$ cat src/rtl/uart_tx_arbiter.sv
// Round-robin arbiter that shares one byte-level UART transmitter among NUM_REQ producers.
// Optional UART_ARB_LOCK_EN adds a per-requester lock that keeps the pointer on the sender for multi-byte messages.
module uart_tx_arbiter #(
    parameter int NUM_REQ = 4,
    parameter int DATA_W  = 8,
    parameter int IDX_W   = 2
) (
    input  logic                      clk,
    input  logic                      rst,
    input  logic [NUM_REQ-1:0]        req,
    input  logic [NUM_REQ*DATA_W-1:0] req_data,
`ifdef UART_ARB_LOCK_EN
    input  logic [NUM_REQ-1:0]        lock,
`endif
    input  logic                      tx_busy,
    input  logic                      tx_done,
    output logic [NUM_REQ-1:0]        gnt,
    output logic                      tx_start,
    output logic [DATA_W-1:0]         tx_data,
    output logic                      busy,
    output logic [IDX_W-1:0]          last_idx
);

    typedef enum logic {
        S_IDLE = 1'b0,
        S_WAIT = 1'b1
    } state_t;

    // Modulo-NUM_REQ addition of two requester indices.
    function automatic logic [IDX_W-1:0] wrap_add(input logic [IDX_W-1:0] base,
                                                  input logic [IDX_W-1:0] offs);
        logic [IDX_W:0] sum;
        sum = {1'b0, base} + {1'b0, offs};
        if (sum >= (IDX_W+1)'(NUM_REQ)) begin
            sum = sum - (IDX_W+1)'(NUM_REQ);
        end
        return sum[IDX_W-1:0];
    endfunction

    state_t               r_state;
    logic [IDX_W-1:0]     r_ptr;
    logic [IDX_W-1:0]     r_last_idx;
    logic [DATA_W-1:0]    r_tx_data;
    logic [NUM_REQ-1:0]   r_gnt;
    logic                 r_tx_start;
    logic                 r_busy;

    state_t               w_state_next;
    logic [IDX_W-1:0]     w_ptr_next;
    logic [IDX_W-1:0]     w_last_idx_next;
    logic [DATA_W-1:0]    w_tx_data_next;
    logic [NUM_REQ-1:0]   w_gnt_next;
    logic                 w_tx_start_next;
    logic                 w_busy_next;

    logic [DATA_W-1:0]    w_bytes [NUM_REQ];
    logic [NUM_REQ-1:0]   w_rot;
    logic [IDX_W-1:0]     w_off;
    logic [IDX_W-1:0]     w_sel;
    logic                 w_any;
    logic                 w_lock_hit;

    // w_rot[k] is the request of the requester k positions after the pointer.
    genvar gi;
    generate
        for (gi = 0; gi < NUM_REQ; gi++) begin : g_slice
            assign w_bytes[gi] = req_data[gi*DATA_W +: DATA_W];
            assign w_rot[gi]   = req[wrap_add(r_ptr, IDX_W'(gi))];
        end
    endgenerate

    always_comb begin
        w_off = '0;
        for (int k = NUM_REQ - 1; k >= 0; k--) begin
            if (w_rot[k]) begin
                w_off = IDX_W'(k);
            end
        end
    end

    assign w_any = |req;
    assign w_sel = wrap_add(r_ptr, w_off);

`ifdef UART_ARB_LOCK_EN
    assign w_lock_hit = lock[r_last_idx];
`else
    assign w_lock_hit = 1'b0;
`endif

    always_ff @(posedge clk) begin
        if (rst) begin
            r_state    <= S_IDLE;
            r_ptr      <= '0;
            r_last_idx <= '0;
            r_tx_data  <= '0;
            r_gnt      <= '0;
            r_tx_start <= 1'b0;
            r_busy     <= 1'b0;
        end else begin
            r_state    <= w_state_next;
            r_ptr      <= w_ptr_next;
            r_last_idx <= w_last_idx_next;
            r_tx_data  <= w_tx_data_next;
            r_gnt      <= w_gnt_next;
            r_tx_start <= w_tx_start_next;
            r_busy     <= w_busy_next;
        end
    end

    always_comb begin
        w_state_next    = r_state;
        w_ptr_next      = r_ptr;
        w_last_idx_next = r_last_idx;
        w_tx_data_next  = r_tx_data;
        w_gnt_next      = '0;
        w_tx_start_next = 1'b0;
        w_busy_next     = r_busy;
        case (r_state)
            S_IDLE: begin
                if (w_any && !tx_busy) begin
                    w_state_next        = S_WAIT;
                    w_tx_data_next      = w_bytes[w_sel];
                    w_gnt_next[w_sel]   = 1'b1;
                    w_tx_start_next     = 1'b1;
                    w_last_idx_next     = w_sel;
                    w_busy_next         = 1'b1;
                end
            end
            S_WAIT: begin
                // r_last_idx still holds the requester whose frame just finished.
                if (tx_done) begin
                    w_state_next = S_IDLE;
                    w_busy_next  = 1'b0;
                    w_ptr_next   = w_lock_hit ? r_last_idx : wrap_add(r_last_idx, IDX_W'(1));
                end
            end
            default: begin
                w_state_next = S_IDLE;
                w_busy_next  = 1'b0;
            end
        endcase
    end

    assign gnt      = r_gnt;
    assign tx_start = r_tx_start;
    assign tx_data  = r_tx_data;
    assign busy     = r_busy;
    assign last_idx = r_last_idx;

endmodule

$ cat config.mk
export PLATFORM = sky130hd
export DESIGN_NAME = uart_tx_arbiter
export DESIGN_NICKNAME = d
export VERILOG_FILES = /design/src/rtl/uart_tx_arbiter.sv
export SDC_FILE = /design/constraint.sdc
export NUM_CORES = 1
export LEC_CHECK = 0
export ABC_AREA = 0
export CAP_MARGIN = 20
export CORE_AREA = 3 3 85 47
export DETAILED_ROUTE_END_ITERATION = 10
export DIE_AREA = 0 0 88 50
export PLACE_DENSITY = 0.74
export SYNTH_ARGS = -nofsm -noshare
export SYNTH_HDL_FRONTEND = slang
export SYNTH_SLANG_ARGS = --single-unit
export TNS_END_PERCENT = 20
$ cat constraint.sdc
create_clock -name clk -period 3.2 [get_ports clk]
set_clock_uncertainty 0.1 [all_clocks]
set_input_delay 0.32 -clock clk [delete_from_list [all_inputs] [get_ports clk]]
set_output_delay 0.32 -clock clk [all_outputs]
set_load 0.03 [all_outputs]
==> out/qor.csv <==
metric,value,unit
cell count after synthesis,156,
Adder-Cell Fraction of Synth Area,0.899,%
IO Pins,56,
peak supply drop,0.141,mV
"Max stage delay cell, worst path",clkdlybuf4s50_1,
YS warnings,0,
die area,4400,µm²
later-pin clock latency in the skew report,0.26,ns
Crit Path Class,in -> reg,
post-CTS sizing,0,
worst slew pin tran,0.580,ns
clock sink count,19,
Min Hold Slack,0.355,ns
I/O Buffers,55,
status,"complete, no violations",
"Design Area, Final",2000,µm²
hpwl dp,2820,µm
pins over their slew limit,0,
fraction of registers with async set/reset,0,%
CP Cell Sequence,clkdlybuf4s50_1 > inv_1 > o311a_1 > o21ai_0 > ha_1 > buf_12 > mux2i_1 > and3_1 > o41ai_1,
Die X,88,µm
Syn-to-layout area delta,44.0,%
initial drt markers,38,
post-synth top area share,27.3,%
Power Dens Cells,377,nW/µm²
"Top FF cell, synth",dfxtp_1,
largest family of logic cells by synthesized area,simple AND/OR/NAND/NOR gates,
via count,1371,
initial antenna violation count,0,
endpoint class of the critical path,flop,
setup bufs post-CTS,0,
Cell variety after synth,32,
CTS Hold Buffers Added,0,
First-pass DRT Iterations,4,
Worst path max stage delay,0.57,ns
Storage cell area,380,µm²
most common cell in the netlist,mux2i_1,
setup TNS,0,ns
simple-gate share of the synthesized area,25.7,%
WP data required,3.25,ns
gpl congestion,0.914,
Remaining DRCs,0,
core footprint,3320,µm²
number of H-tree levels,1,
gr usage total,17.8,%
final worst-path cycle share,82.9,%
Compound-Gate Fraction of Synth Area,19.1,%
total power,755,µW
leading area contributor after synthesis,dfxtp_1,
synthesis-stage register bit count,19,
"Max FO, Critical Path",21,
worst r2r src,r_ptr[0]$_SDFFE_PP0P_,
Post-synth EDFFs,0,
CTS Buf Count,3,
CTS tree,yes,
P_leak,0.000855,µW
syn nets,197,
Finish-stage setup viols,0,
vias per cell,5.51,
"Cell Area, Synth",1390,µm²
synth top area cells,"dfxtp_1, mux2i_1, o41ai_2, nand2_1, and3_1",
top cell types by occurrence after synthesis,"mux2i_1, nand2_1, dfxtp_1, nor2_1, and3_1",
RSZ-0062 raised after global routing,no,
Routed WL,3680,µm
# rows,15,
max cap viols,0,
clk root buf,clkbuf_8,
number of global-route vias before repair,1270,
sequential area share after synthesis,27.3,%
post-layout minimum cycle time,2.65,ns
Max Freq,0.377,GHz
first-pass GRT wire length,6040,µm
# fillers,282,
Multi-input gate area,920,µm²
global route total overflow,0,
Crit path max-delay family,compound AO/OA/AOI/OAI gates,
Hold WC Path Type,reg -> reg,
post-placement cell area,1960,µm²
antenna-violating nets left,0,
Clock Path Buffers,2,
CP startpoint,req[3],
number of antenna diodes,0,
CP arrival,2.71,ns
Syn Area/Cell,8.92,µm²
Die Y,50,µm
CP Launch Type,input pin,
mux cell area share after synthesis,17.3,%
xor and xnor fraction of the mapped netlist area,3.15,%
"Reg clk slew, reported paths",0.08,ns
WP buf/inv,3,
Initial Utilization,41.9,%
number of nets in the layout,249,
Fin. Hold Viols,0,
HP Start,busy$_SDFFE_PP0P_,
largest net degree at the start of global routing,22,
DR WL/cell,14.8,µm
fraction of layout instances using a drive strength above 1,13.0,%
relative slew slack,61.4,%
## worst paths after layout
kind	to	slack, ns	depth (start not counted)
worst max register to register	tx_data[7]$_SDFFE_PP0P_	0.72	8
worst min register to register	busy$_SDFFE_PP0P_	0.35	2
worst min-delay path	busy$_SDFFE_PP0P_	0.35	2
worst max-delay path	tx_data[7]$_SDFFE_PP0P_	0.55	9
## where the power goes
part | internal, µW | leakage (µW) | switching, µW
clock | 86.7 | 0.0000255 | 84.1
combinational | 158 | 0.000673 | 154
sequential | 257 | 0.000156 | 15.8
## registers in the layout, indices dropped and copies added, names as in the netlist
signal / flops
tx_data: 8
r_state: 1
gnt: 4
r_ptr: 2
tx_start: 1
busy: 1
last_idx: 2
## per-layer routing
layer / global-route usage [%] / share of wire (%) / routed length (µm) / up-vias
met5: 0 / 0 / 0 / -
met2: 27.9 / 45 / 1640 / 56
met1: 23.1 / 46 / 1700 / 635
li1: - / - / - / 676
met3: 6.51 / 8.3 / 305 / 4
met4: 4.34 / 0.71 / 26 / 0
## cell usage in the layout (no fill, tap or decap), types with 2 or more instances in the layout
master / synthesis / layout
nand3b_1: 8 / 8
and3_2: 7 / 7
clkbuf_8: 0 / 3
and3_1: 11 / 11
mux2i_1: 24 / 24
nand2_1: 20 / 20
buf_4: 1 / 3
nand2b_1: 4 / 4
clkdlybuf4s50_1: 0 / 55
xnor2_1: 4 / 4
inv_1: 3 / 3
o41ai_2: 7 / 7
a21oi_1: 6 / 6
nor2_1: 12 / 12
nor3_1: 4 / 4
o32ai_2: 2 / 2
dfxtp_1: 19 / 19
## through the flow
step	utilization [%]	instances	setup slack (ns)
after floorplan	-	156	0.935
after global placement	58.9	245	0.388
after detailed placement	58.9	245	0.315
after CTS	60.3	249	0.580
after global routing	60.3	249	0.404
final	60.3	249	0.547
## kinds of logic (layout without fill, tap and decap cells)
family | Yosys count | after routing
buffers and inverters | 15 | 66
AO/OA/AOI/OAI | 24 | 24
XOR/XNOR | 5 | 5
multiplexers | 24 | 24
flip-flops | 19 | 19
AND/OR/NAND/NOR | 68 | 68
adder cells (fa/ha/maj) | 1 | 1
## worst reg2reg max path, cell delays in order, from the launching register on
cell and delay [ns]:
dfxtp_1 0.60, nor3_1 0.11, a311oi_1 0.25, o21ai_0 0.12
ha_1 0.32, buf_12 0.18, mux2i_1 0.15, and3_1 0.19
o41ai_1 0.36
## final cells by class
| type | instances | area share [%] |
|---|---|---|
| tap | 42 | 2.62 |
| sequential | 19 | 19.0 |
| clock inverter | 1 | 0.250 |
| multi-input combinational | 122 | 45.9 |
| timing repair buffer | 59 | 29.6 |
| inverter | 3 | 0.562 |
| clock buffer | 3 | 2.06 |
(Power assumes the default switching activity.)
